File: config.mk
export PLATFORM = sky130hd
export DESIGN_NAME = kbd_matrix_responder_flat
export DESIGN_NICKNAME = d
export VERILOG_FILES = /design/src/rtl/kbd_matrix_responder_if.sv /design/src/rtl/kbd_matrix_responder.sv /design/src/flat_wrapper.sv
export SDC_FILE = /design/constraint.sdc
export NUM_CORES = 1
export LEC_CHECK = 0
export CAP_MARGIN = 20
export CORE_ASPECT_RATIO = 1.25
export CORE_MARGIN = 2
export CORE_UTILIZATION = 55
export CTS_CLUSTER_DIAMETER = 150
export DETAILED_ROUTE_END_ITERATION = 10
export DONT_BUFFER_PORTS = 1
export PLACE_DENSITY = 0.71
export SETUP_SLACK_MARGIN = 0.4
export SLEW_MARGIN = 40
export SYNTH_ARGS = -nofsm -noshare
export SYNTH_HDL_FRONTEND = slang
export SYNTH_SLANG_ARGS = --single-unit
File: constraint.sdc
create_clock -name bus_clk -period 2.2 [get_ports bus_clk]
set_clock_uncertainty 0.1 [all_clocks]
set_input_delay 0.66 -clock bus_clk [delete_from_list [all_inputs] [get_ports bus_clk]]
set_output_delay 0.66 -clock bus_clk [all_outputs]
set_load 0.01 [all_outputs]
File: src/rtl/kbd_matrix_responder_if.sv
// Smart-keyboard link bundle: host-side serial pins plus the local matrix/host-word side.
// slave = keyboard responder, master = host or bench driving the link.
interface kbd_matrix_responder_if #(
  parameter int unsigned MATRIX_BITS = 72,
  parameter int unsigned HOST_BITS   = 16
);
  logic                   kio_clk_i;
  logic                   kio_host_data_i;
  logic                   kio_resp_data_o;
  logic [MATRIX_BITS-1:0] matrix_i;
  logic [HOST_BITS-1:0]   host_word_o;
  logic                   host_valid_o;
  logic                   frame_err_o;

  modport slave (
    input  kio_clk_i, kio_host_data_i, matrix_i,
    output kio_resp_data_o, host_word_o, host_valid_o, frame_err_o
  );

  modport master (
    output kio_clk_i, kio_host_data_i, matrix_i,
    input  kio_resp_data_o, host_word_o, host_valid_o, frame_err_o
  );
endinterface

File: src/rtl/kbd_matrix_responder.sv
// Keyboard end of the smart-keyboard serial link: streams a key-matrix snapshot, captures the host word.
// Define KBD_RESP_PARITY_EN to append an odd-parity bit to every frame.
module kbd_matrix_responder #(
  parameter int unsigned MATRIX_BITS = 72,
  parameter int unsigned HOST_BITS   = 16,
  parameter int unsigned SYNC_GAP    = 64
) (
  input  logic                 bus_clk,
  input  logic                 bus_reset_n,
  kbd_matrix_responder_if.slave kio
);

`ifdef KBD_RESP_PARITY_EN
  localparam int unsigned FRAME_LEN = MATRIX_BITS + 1;
`else
  localparam int unsigned FRAME_LEN = MATRIX_BITS;
`endif
  localparam int unsigned CNT_W = $clog2(FRAME_LEN + 1);
  localparam int unsigned GAP_W = $clog2(SYNC_GAP + 1);

  typedef enum logic [1:0] {
    ST_IDLE  = 2'd0,
    ST_ARMED = 2'd1,
    ST_SHIFT = 2'd2
  } state_e;

  state_e                 state_q, state_d;
  logic [2:0]             kclk_sync_q;
  logic [1:0]             kdat_sync_q;
  logic [GAP_W-1:0]       gap_q, gap_d;
  logic [CNT_W-1:0]       bitcnt_q, bitcnt_d;
  logic [FRAME_LEN-1:0]   shift_q, shift_d;
  logic [HOST_BITS-1:0]   host_q, host_d;
  logic                   resp_q, resp_d;
  logic [HOST_BITS-1:0]   host_word_q, host_word_d;
  logic                   host_valid_q, host_valid_d;
  logic                   frame_err_q, frame_err_d;

  logic                   kclk_s_c, kdat_s_c, rise_c, fall_c, gap_sat_c, take_rise_c;
  logic [CNT_W-1:0]       bitcnt_inc_c;
  logic [FRAME_LEN-1:0]   snap_c;

  // Bit [1] is the synchronised level; bit [2] is the delayed copy used for edge detection.
  assign kclk_s_c  = kclk_sync_q[1];
  assign kdat_s_c  = kdat_sync_q[1];
  assign rise_c    =  kclk_sync_q[1] & ~kclk_sync_q[2];
  assign fall_c    = ~kclk_sync_q[1] &  kclk_sync_q[2];
  assign gap_sat_c = (gap_q == GAP_W'(SYNC_GAP));
  assign bitcnt_inc_c = bitcnt_q + CNT_W'(1);

`ifdef KBD_RESP_PARITY_EN
  assign snap_c = {~^kio.matrix_i, kio.matrix_i};
`else
  assign snap_c = kio.matrix_i;
`endif

  // Low-time counter; saturation marks a frame boundary.
  always_comb begin
    gap_d = gap_q;
    if (kclk_s_c) begin
      gap_d = '0;
    end else if (!gap_sat_c) begin
      gap_d = gap_q + GAP_W'(1);
    end
  end

  always_comb begin
    state_d      = state_q;
    bitcnt_d     = bitcnt_q;
    shift_d      = shift_q;
    host_d       = host_q;
    resp_d       = resp_q;
    host_word_d  = host_word_q;
    host_valid_d = 1'b0;
    frame_err_d  = 1'b0;
    take_rise_c  = 1'b0;

    case (state_q)
      ST_IDLE: begin
        resp_d = 1'b1;
        if (gap_sat_c) begin
          shift_d  = snap_c;
          resp_d   = kio.matrix_i[0];
          bitcnt_d = '0;
          state_d  = ST_ARMED;
        end
      end
      ST_ARMED: begin
        if (rise_c) begin
          state_d     = ST_SHIFT;
          take_rise_c = 1'b1;
        end
      end
      ST_SHIFT: begin
        if (rise_c) begin
          take_rise_c = 1'b1;
        end else if (fall_c) begin
          shift_d = shift_q >> 1;
          resp_d  = shift_q[1];
        end else if (gap_sat_c && (bitcnt_q != '0)) begin
          // Aborted frame: the same gap serves as sync for the next one.
          frame_err_d = 1'b1;
          shift_d     = snap_c;
          resp_d      = kio.matrix_i[0];
          bitcnt_d    = '0;
          state_d     = ST_ARMED;
        end
      end
      default: state_d = ST_IDLE;
    endcase

    if (take_rise_c) begin
      if (bitcnt_q < CNT_W'(HOST_BITS)) begin
        host_d = HOST_BITS'({kdat_s_c, host_q} >> 1);
      end
      bitcnt_d = bitcnt_inc_c;
      if (bitcnt_inc_c == CNT_W'(FRAME_LEN)) begin
        host_word_d  = host_d;
        host_valid_d = 1'b1;
        resp_d       = 1'b1;
        state_d      = ST_IDLE;
      end
    end
  end

  always_ff @(posedge bus_clk or negedge bus_reset_n) begin
    if (!bus_reset_n) begin
      state_q      <= ST_IDLE;
      kclk_sync_q  <= '0;
      kdat_sync_q  <= '0;
      gap_q        <= '0;
      bitcnt_q     <= '0;
      shift_q      <= '0;
      host_q       <= '0;
      resp_q       <= 1'b1;
      host_word_q  <= '0;
      host_valid_q <= 1'b0;
      frame_err_q  <= 1'b0;
    end else begin
      state_q      <= state_d;
      kclk_sync_q  <= {kclk_sync_q[1:0], kio.kio_clk_i};
      kdat_sync_q  <= {kdat_sync_q[0], kio.kio_host_data_i};
      gap_q        <= gap_d;
      bitcnt_q     <= bitcnt_d;
      shift_q      <= shift_d;
      host_q       <= host_d;
      resp_q       <= resp_d;
      host_word_q  <= host_word_d;
      host_valid_q <= host_valid_d;
      frame_err_q  <= frame_err_d;
    end
  end

  assign kio.kio_resp_data_o = resp_q;
  assign kio.host_word_o     = host_word_q;
  assign kio.host_valid_o    = host_valid_q;
  assign kio.frame_err_o     = frame_err_q;

endmodule
File: src/flat_wrapper.sv
// flat-port wrapper written by rule: the top's interface ports become plain ports
module kbd_matrix_responder_flat 
#(
  parameter int unsigned MATRIX_BITS = 72,
  parameter int unsigned HOST_BITS   = 16,
  parameter int unsigned SYNC_GAP    = 64
)
  (bus_clk, bus_reset_n, kio_kio_clk_i, kio_kio_host_data_i, kio_matrix_i, kio_kio_resp_data_o, kio_host_word_o, kio_host_valid_o, kio_frame_err_o);
  kbd_matrix_responder_if #(.MATRIX_BITS(MATRIX_BITS), .HOST_BITS(HOST_BITS)) kio_i ();
  input  logic bus_clk;
  input  logic bus_reset_n;
  input wire logic [$bits(kio_i.kio_clk_i)-1:0] kio_kio_clk_i;
  input wire logic [$bits(kio_i.kio_host_data_i)-1:0] kio_kio_host_data_i;
  input wire logic [$bits(kio_i.matrix_i)-1:0] kio_matrix_i;
  output wire logic [$bits(kio_i.kio_resp_data_o)-1:0] kio_kio_resp_data_o;
  output wire logic [$bits(kio_i.host_word_o)-1:0] kio_host_word_o;
  output wire logic [$bits(kio_i.host_valid_o)-1:0] kio_host_valid_o;
  output wire logic [$bits(kio_i.frame_err_o)-1:0] kio_frame_err_o;
  assign kio_i.kio_clk_i = kio_kio_clk_i;
  assign kio_i.kio_host_data_i = kio_kio_host_data_i;
  assign kio_i.matrix_i = kio_matrix_i;
  assign kio_kio_resp_data_o = kio_i.kio_resp_data_o;
  assign kio_host_word_o = kio_i.host_word_o;
  assign kio_host_valid_o = kio_i.host_valid_o;
  assign kio_frame_err_o = kio_i.frame_err_o;
  kbd_matrix_responder #(.MATRIX_BITS(MATRIX_BITS), .HOST_BITS(HOST_BITS), .SYNC_GAP(SYNC_GAP)) u_core (.bus_clk(bus_clk), .bus_reset_n(bus_reset_n), .kio(kio_i));
endmodule
==> results_dict.tcl, run 1 <==
set metrics [dict create \
    run_status "finished, violations left" \
    violations "negative hold slack" \
    netlist.area_leader.share_pct 52.5 \
    viasPerCell 6.12 \
    vdd.ir_drop.worst_mv 0.598 \
    insertion_delay_ns 0.41 \
    design.die.area_um2 11800 \
    maxCapViolCount 0 \
    clock_tree.buffer_depth 2 \
    timing.final.crit_period_ns 2.13 \
    setup_violations 0 \
    routed_wl_mm 14.9 \
    synth_top_family_by_area "compound AO/OA/AOI/OAI gates" \
    floorplan.initialDensity_pct 56.5 \
    syn_area_per_cell_um2 10.6 \
    max_slew.worst_pin.slew_ns 0.495 \
    tritoncts.num_buffers 17 \
    nets 691 \
    mappedNetlistArea_um2 6000 \
    antennaDiodeCount 0 \
    use_met2_pct 42.5 \
    critical_path.max_fanout 14 \
    dieHeight_um 121 \
    synth_top_cells_by_count "126 x sky130_fd_sc_hd__dfrtp_1, 123 x sky130_fd_sc_hd__o21ai_0, 71 x sky130_fd_sc_hd__mux2i_1" \
    place_congestion 0.816 \
    synth_compound_gate_area_share_pct 16.8 \
    critPathLaunchType "register" \
    syn-instance-count 567 \
    clock_sink_count 127 \
    fin_crit_sh_pct 96.9 \
    grt_antenna_before_repair 0 \
    cts_tree "built" \
    synth_fp_nets 652 \
    io_pins 95 \
    layout-drive-gt1-share_pct 26.8 \
    placed_cells 694 \
    dp_hpwl_mm 8.33 \
    slew_headroom_pct 66.9 \
    rsz0062_at_grt "true" \
    root_buffer "sky130_fd_sc_hd__clkbuf_16" \
    post_synth_mux_area_share_pct 15.0 \
    grt_overflow 0 \
    globalRoute.busiestLayer "met2" \
    synthArstFlopShare_pct 100 \
    final_antenna_net_count 0 \
    grt_pass1_vias 4782 \
    crit_path_class "reg2reg" \
    grt_use_met3_pct 7.11 \
    global_route_wire_length_before_repair_mm 23.4 \
    worst_setup_path_end_kind "register" \
    min-delay-path-class "in2async" \
    ys.flop_type "sky130_fd_sc_hd__dfrtp_1" \
    grt_max_degree 128 \
    max_clock_freq_mhz 469 \
    synthDominantAreaCellType "sky130_fd_sc_hd__dfrtp_1" \
    core_um2 10600 \
    firstDrtPassIters 5 \
    clkTransAtPathRegs_ns 0.06 \
    cts-htree-levels 4 \
    synthTopCellsByArea "sky130_fd_sc_hd__dfrtp_1 53%, sky130_fd_sc_hd__mux2i_1 12%, sky130_fd_sc_hd__o21ai_0 10%" \
    synthSimpleGateAreaFrac_pct 8.05 \
    max_slew_violation_total_from_the_final_report 0 \
    globalRouteMet1Util_pct 29.7 \
    port-buffer-count 0 \
    synth_xor_area_share_pct 1.02 \
    detailedRoute.firstIterationViolations 277 \
    synth-adder-area-share_pct 1.88 \
    worstPathArrival_ns 2.32 \
    routedWlPerCell_um 19.9 \
    area_growth_syn_to_layout_pct 28.4 \
    post_layout_nonfiller_instances 751 \
    synth_edf_count 0 \
    leakage_nw 3.51 \
    synth.most_common_cell "sky130_fd_sc_hd__dfrtp_1" \
    holdWs_ns -0.151 \
    critical_path_required_ns 2.38 \
    vias 4598 \
    die_width_um 97.4 \
    synth-seq-cells 127 \
    synth.distinct_cells 45 \
    seq_area_frac_synth_pct 53.0 \
    drc 0 \
    ratio_of_total_power_to_cell_area_nw_per_um2 689 \
    fp-row-count 42 \
    yosysWarnings 0 \
    globalRouteTotalUtil_pct 24.9 \
    timing.final.hold_violations 126 \
]
## through the flow
step | power [mW] | setup TNS (ns) | cell area, um^2 | utilization [%] | setup WS, ns
floorplan | 2.45 | -4.69 | 6060 | - | -0.0717
global placement | 2.47 | 0 | 6340 | 59.7 | 0.0602
detailed placement | 2.47 | 0 | 6340 | 59.7 | 0.0108
CTS | 5.33 | 0 | 7420 | 69.9 | 0.0722
global route | 5.47 | -0.0365 | 7710 | 72.6 | -0.0121
finish | 5.31 | 0 | 7710 | 72.6 | 0.0690
## critical path: stages, from the launching register on
cell and delay, ns:
sky130_fd_sc_hd__dfrtp_1 0.39, sky130_fd_sc_hd__inv_1 0.06, sky130_fd_sc_hd__ha_2 0.20, sky130_fd_sc_hd__nand2b_4 0.06, sky130_fd_sc_hd__a2111o_1 0.38, sky130_fd_sc_hd__a311oi_4 0.25, sky130_fd_sc_hd__or2_4 0.28, sky130_fd_sc_hd__clkbuf_16 0.20
sky130_fd_sc_hd__o21ai_1 0.08
## power breakdown
part           internal (mW)  switching [mW]  total, mW
combinational         0.0424          0.0431     0.0855
clock                   1.82            1.05       2.87
sequential              2.35         0.00893       2.36
total                   4.20            1.11       5.31
## routing by layer
metal / wire length (um) / up-vias
li1: - / 2115
met1: 5830 / 2325
met2: 8080 / 134
met3: 720 / 24
met4: 302 / 0
met5: 0 / -
## cell families after synthesis
group,after synthesis
compound gates,181
flops,127
simple gates,106
mux,88
buf+inv,49
fa+ha+maj,9
xor+xnor,7
## state kept, by name (all words and copies together), names as in the netlist
name	count
u_core.shift_q	71
u_core.host_q	16
u_core.kio.host_word_o	16
u_core.bitcnt_q	7
u_core.gap_q	7
u_core.kclk_sync_q	3
u_core.kdat_sync_q	2
u_core.state_q	2
u_core.kio.frame_err_o	1
u_core.kio.host_valid_o	1
u_core.kio.kio_resp_data_o	1
## worst paths after layout
check	start	end	slack, ns	cells past startpoint
worst min-delay path	bus_reset_n	u_core.shift_q[66]	-0.15	0
max in group asynchronous	bus_reset_n	u_core.bitcnt_q[2]	1.94	0
min in group bus_clk	kio_kio_host_data_i	u_core.kdat_sync_q[0]	0.18	0
worst max register to register	u_core.bitcnt_q[0]	u_core.shift_q[59]	0.07	8
worst max-delay path	u_core.bitcnt_q[0]	u_core.shift_q[59]	0.07	8
worst min register to register	u_core.kclk_sync_q[0]	u_core.kclk_sync_q[1]	0.25	0
## cell usage in the layout, fill, tap and decap left out, types with 2 or more instances in the layout
cell type and n:
sky130_fd_sc_hd__inv_1 9, sky130_fd_sc_hd__a31oi_1 15, sky130_fd_sc_hd__xor2_1 4, sky130_fd_sc_hd__xnor2_1 3, sky130_fd_sc_hd__o21ai_2 12, sky130_fd_sc_hd__nor2_1 9, sky130_fd_sc_hd__clkinv_4 4, sky130_fd_sc_hd__buf_4 29
sky130_fd_sc_hd__ha_1 6, sky130_fd_sc_hd__clkinvlp_4 2, sky130_fd_sc_hd__a2111o_1 2, sky130_fd_sc_hd__a211o_1 3, sky130_fd_sc_hd__a21o_1 2, sky130_fd_sc_hd__mux2_2 3, sky130_fd_sc_hd__mux2i_1 71, sky130_fd_sc_hd__o21ai_1 53
sky130_fd_sc_hd__clkinv_2 3, sky130_fd_sc_hd__nor3b_1 2, sky130_fd_sc_hd__ha_4 2, sky130_fd_sc_hd__clkbuf_16 19, sky130_fd_sc_hd__nand2_1 42, sky130_fd_sc_hd__nor2_4 18, sky130_fd_sc_hd__o21ai_0 79, sky130_fd_sc_hd__buf_12 10
sky130_fd_sc_hd__and3_1 5, sky130_fd_sc_hd__dfrtp_1 125, sky130_fd_sc_hd__buf_16 4, sky130_fd_sc_hd__buf_6 14, sky130_fd_sc_hd__nand3_1 6, sky130_fd_sc_hd__bufinv_16 3, sky130_fd_sc_hd__mux2_4 14, sky130_fd_sc_hd__nand3_4 2
sky130_fd_sc_hd__nand2_2 2, sky130_fd_sc_hd__a21oi_1 2, sky130_fd_sc_hd__nor3_1 5, sky130_fd_sc_hd__or3_4 3
## layout make-up
type,count,area (um^2)
sequential,127,3180
multi-input combinational,391,2970
fill,704,2910
timing repair buffer,60,751
clock buffer,19,443
tap,132,165
clock inverter,13,164
inverter,9,33.8
## what timing repair did
item / 4_1_cts / 5_1_grt
endpoints found under the setup margin: 114 / 115
resized for setup: 66 / 86
buffers inserted: 15 / 3
hold endpoints to repair: 127 / 126
gates cloned: 5 / 2
pin swaps: 16 / 8
Power figures use the tool's default switching activity.
==> run 2: changes to the inputs <==
Settings changed: CORE_ASPECT_RATIO 1.25 to not set, PLACE_DENSITY 0.71 to 0.73.
==> results_dict.tcl, run 2 (synthesized netlist as in run 1, its figures left out) <==
set metrics [dict create \
    worstRegToRegCells 7 \
    timing.final.crit_period_ns 2.19 \
    insertion_delay_ns 0.54 \
    rsz0062_at_grt "true" \
    slew_headroom_pct 70.6 \
    detailroute.wirelength.met3_um 821 \
    floorplan.initialDensity_pct 55.9 \
    r2r_end "u_core.shift_q[32]" \
    cts_tree "built" \
    grt_pass1_vias 4521 \
    final_cell_mix "125 x sky130_fd_sc_hd__dfrtp_1, 78 x sky130_fd_sc_hd__o21ai_0, 71 x sky130_fd_sc_hd__mux2i_1, 65 x sky130_fd_sc_hd__o21ai_1, 43 x sky130_fd_sc_hd__nand2_1" \
    core_um2 10700 \
    vdd.ir_drop.worst_mv 0.559 \
    reg2reg_from "u_core.bitcnt_q[5]" \
    setup_violations 0 \
    dieHeight_um 108 \
    reg2reg_slack_ns 0.007 \
    detailedRoute.firstIterationViolations 331 \
    critical_path.max_fanout 11 \
    worstPathArrival_ns 2.55 \
    cts-htree-levels 4 \
    place_congestion 0.826 \
    ratio_of_total_power_to_cell_area_nw_per_um2 691 \
    timing.final.hold_violations 127 \
    placement.cell_area_um2 6310 \
    final_antenna_net_count 0 \
    area_growth_syn_to_layout_pct 25.4 \
    firstDrtPassIters 5 \
    final_common_cell "sky130_fd_sc_hd__dfrtp_1" \
    global_route_wire_length_before_repair_mm 22.9 \
    grt_antenna_before_repair 0 \
    nets 682 \
    highest-signal-layer "met4" \
    holdWs_ns -0.278 \
    layout-drive-gt1-share_pct 22.0 \
    clkTransAtPathRegs_ns 0.06 \
    grt_max_degree 128 \
    critPathLaunchType "register" \
    vias 4593 \
    viasPerCell 6.12 \
    largest_register "u_core.shift_q" \
    violations "negative hold slack" \
    timing.critical_path.to "u_core.shift_q[32]" \
    tritoncts.num_buffers 17 \
    m1WireLength_mm 6.22 \
    max_slew.worst_pin.slew_ns 0.441 \
    drc 0 \
    crit_path_class "reg2reg" \
    max_clock_freq_mhz 456 \
    fin_crit_sh_pct 99.7 \
    io_pins 95 \
    root_buffer "sky130_fd_sc_hd__clkbuf_8" \
    crit_start "u_core.bitcnt_q[5]" \
    clock_sink_count 127 \
    antennaDiodeCount 0 \
    critical_path_required_ns 2.56 \
    min-delay-path-class "in2async" \
    design.die.area_um2 11800 \
    number_of_flip_flops_in_the_largest_register 71 \
    fp-row-count 38 \
    max_slew_violation_total_from_the_final_report 0 \
    run_status "finished, violations left" \
    worst_setup_path_end_kind "register" \
    met2_wirelength_mm 7.64 \
    dp_hpwl_mm 7.99 \
    die_width_um 108 \
    routedWlPerCell_um 20.1 \
    clock_tree.buffer_depth 2 \
    globalRouteTotalUtil_pct 25.5 \
    maxCapViolCount 0 \
    routed_wl_mm 15.1 \
    layout.cell_area.non_filler_um2 7520 \
    port-buffer-count 0 \
    final_core_utilization_pct 70.0 \
    leakage_nw 3.42 \
    grt_overflow 0 \
]
run 2: what timing repair did:
action	4_1_cts	5_1_grt
endpoints found under the setup margin	114	115
hold endpoints to repair	127	127
buffers inserted	10	7
pin swaps	9	3
gates resized for setup	21	66
cloned	6	2
run 2: through the flow:
step	hold slack, ns	setup TNS [ns]	setup slack (ns)	power, mW	instances
after global placement	0.236	0	0.0692	2.47	693
after global routing	-0.306	-2.22	-0.0703	5.35	750
final	-0.278	0	0.00728	5.20	750
after CTS	-0.309	0	0.0296	5.23	741
after floorplan	0.231	-4.69	-0.0717	2.45	567
after detailed placement	0.241	0	0.0114	2.47	693
run 2: worst min path at each step:
stage / depth (start not counted) / to / slack, ns
2_1_floorplan: 0 / u_core.kclk_sync_q[1] / 0.23
3_3_place_gp: 0 / u_core.kclk_sync_q[1] / 0.24
3_5_place_dp: 0 / u_core.kclk_sync_q[1] / 0.24
4_1_cts: 0 / u_core.gap_q[5] / -0.31
5_1_grt: 0 / u_core.host_q[3] / -0.31
6_report: 0 / u_core.gap_q[3] / -0.28
run 2: area by class of cell:
type / instances / area [um^2]
fillers: 765 / 3220
clock buffers: 21 / 469
flip-flops and latches: 127 / 3180
clock inverters: 11 / 113
well taps: 140 / 175
repair buffers: 51 / 726
inverters: 9 / 33.8
multi-input cells: 391 / 2830
run 2: where the power goes:
part,switching [mW],internal (mW)
clock network,1.04,1.72
logic,0.0438,0.0418
registers,0.00907,2.35
total,1.09,4.11
run 2: worst max-delay path, cell delays in order, from the launching register on:
cell and delay, ns:
sky130_fd_sc_hd__dfrtp_1 0.40, sky130_fd_sc_hd__or3_4 0.41, sky130_fd_sc_hd__a2111o_1 0.33, sky130_fd_sc_hd__a311oi_4 0.28, sky130_fd_sc_hd__buf_6 0.22, sky130_fd_sc_hd__clkbuf_16 0.18, sky130_fd_sc_hd__o21ai_0 0.09, sky130_fd_sc_hd__o21ai_1 0.10
run 2: per-layer routing:
| layer | GRT usage (%) | vias up |
|---|---|---|
| met5 | 0 | - |
| met4 | 9.52 | 0 |
| met3 | 9.46 | 36 |
| met2 | 41.4 | 121 |
| met1 | 31.0 | 2344 |
| li1 | - | 2092 |
==> run 3: changes to the inputs <==
Settings changed: CTS_CLUSTER_DIAMETER 150 to not set.
==> results of run 3 <==
The final DEF is identical to that of run 2; final timing and power are the same.
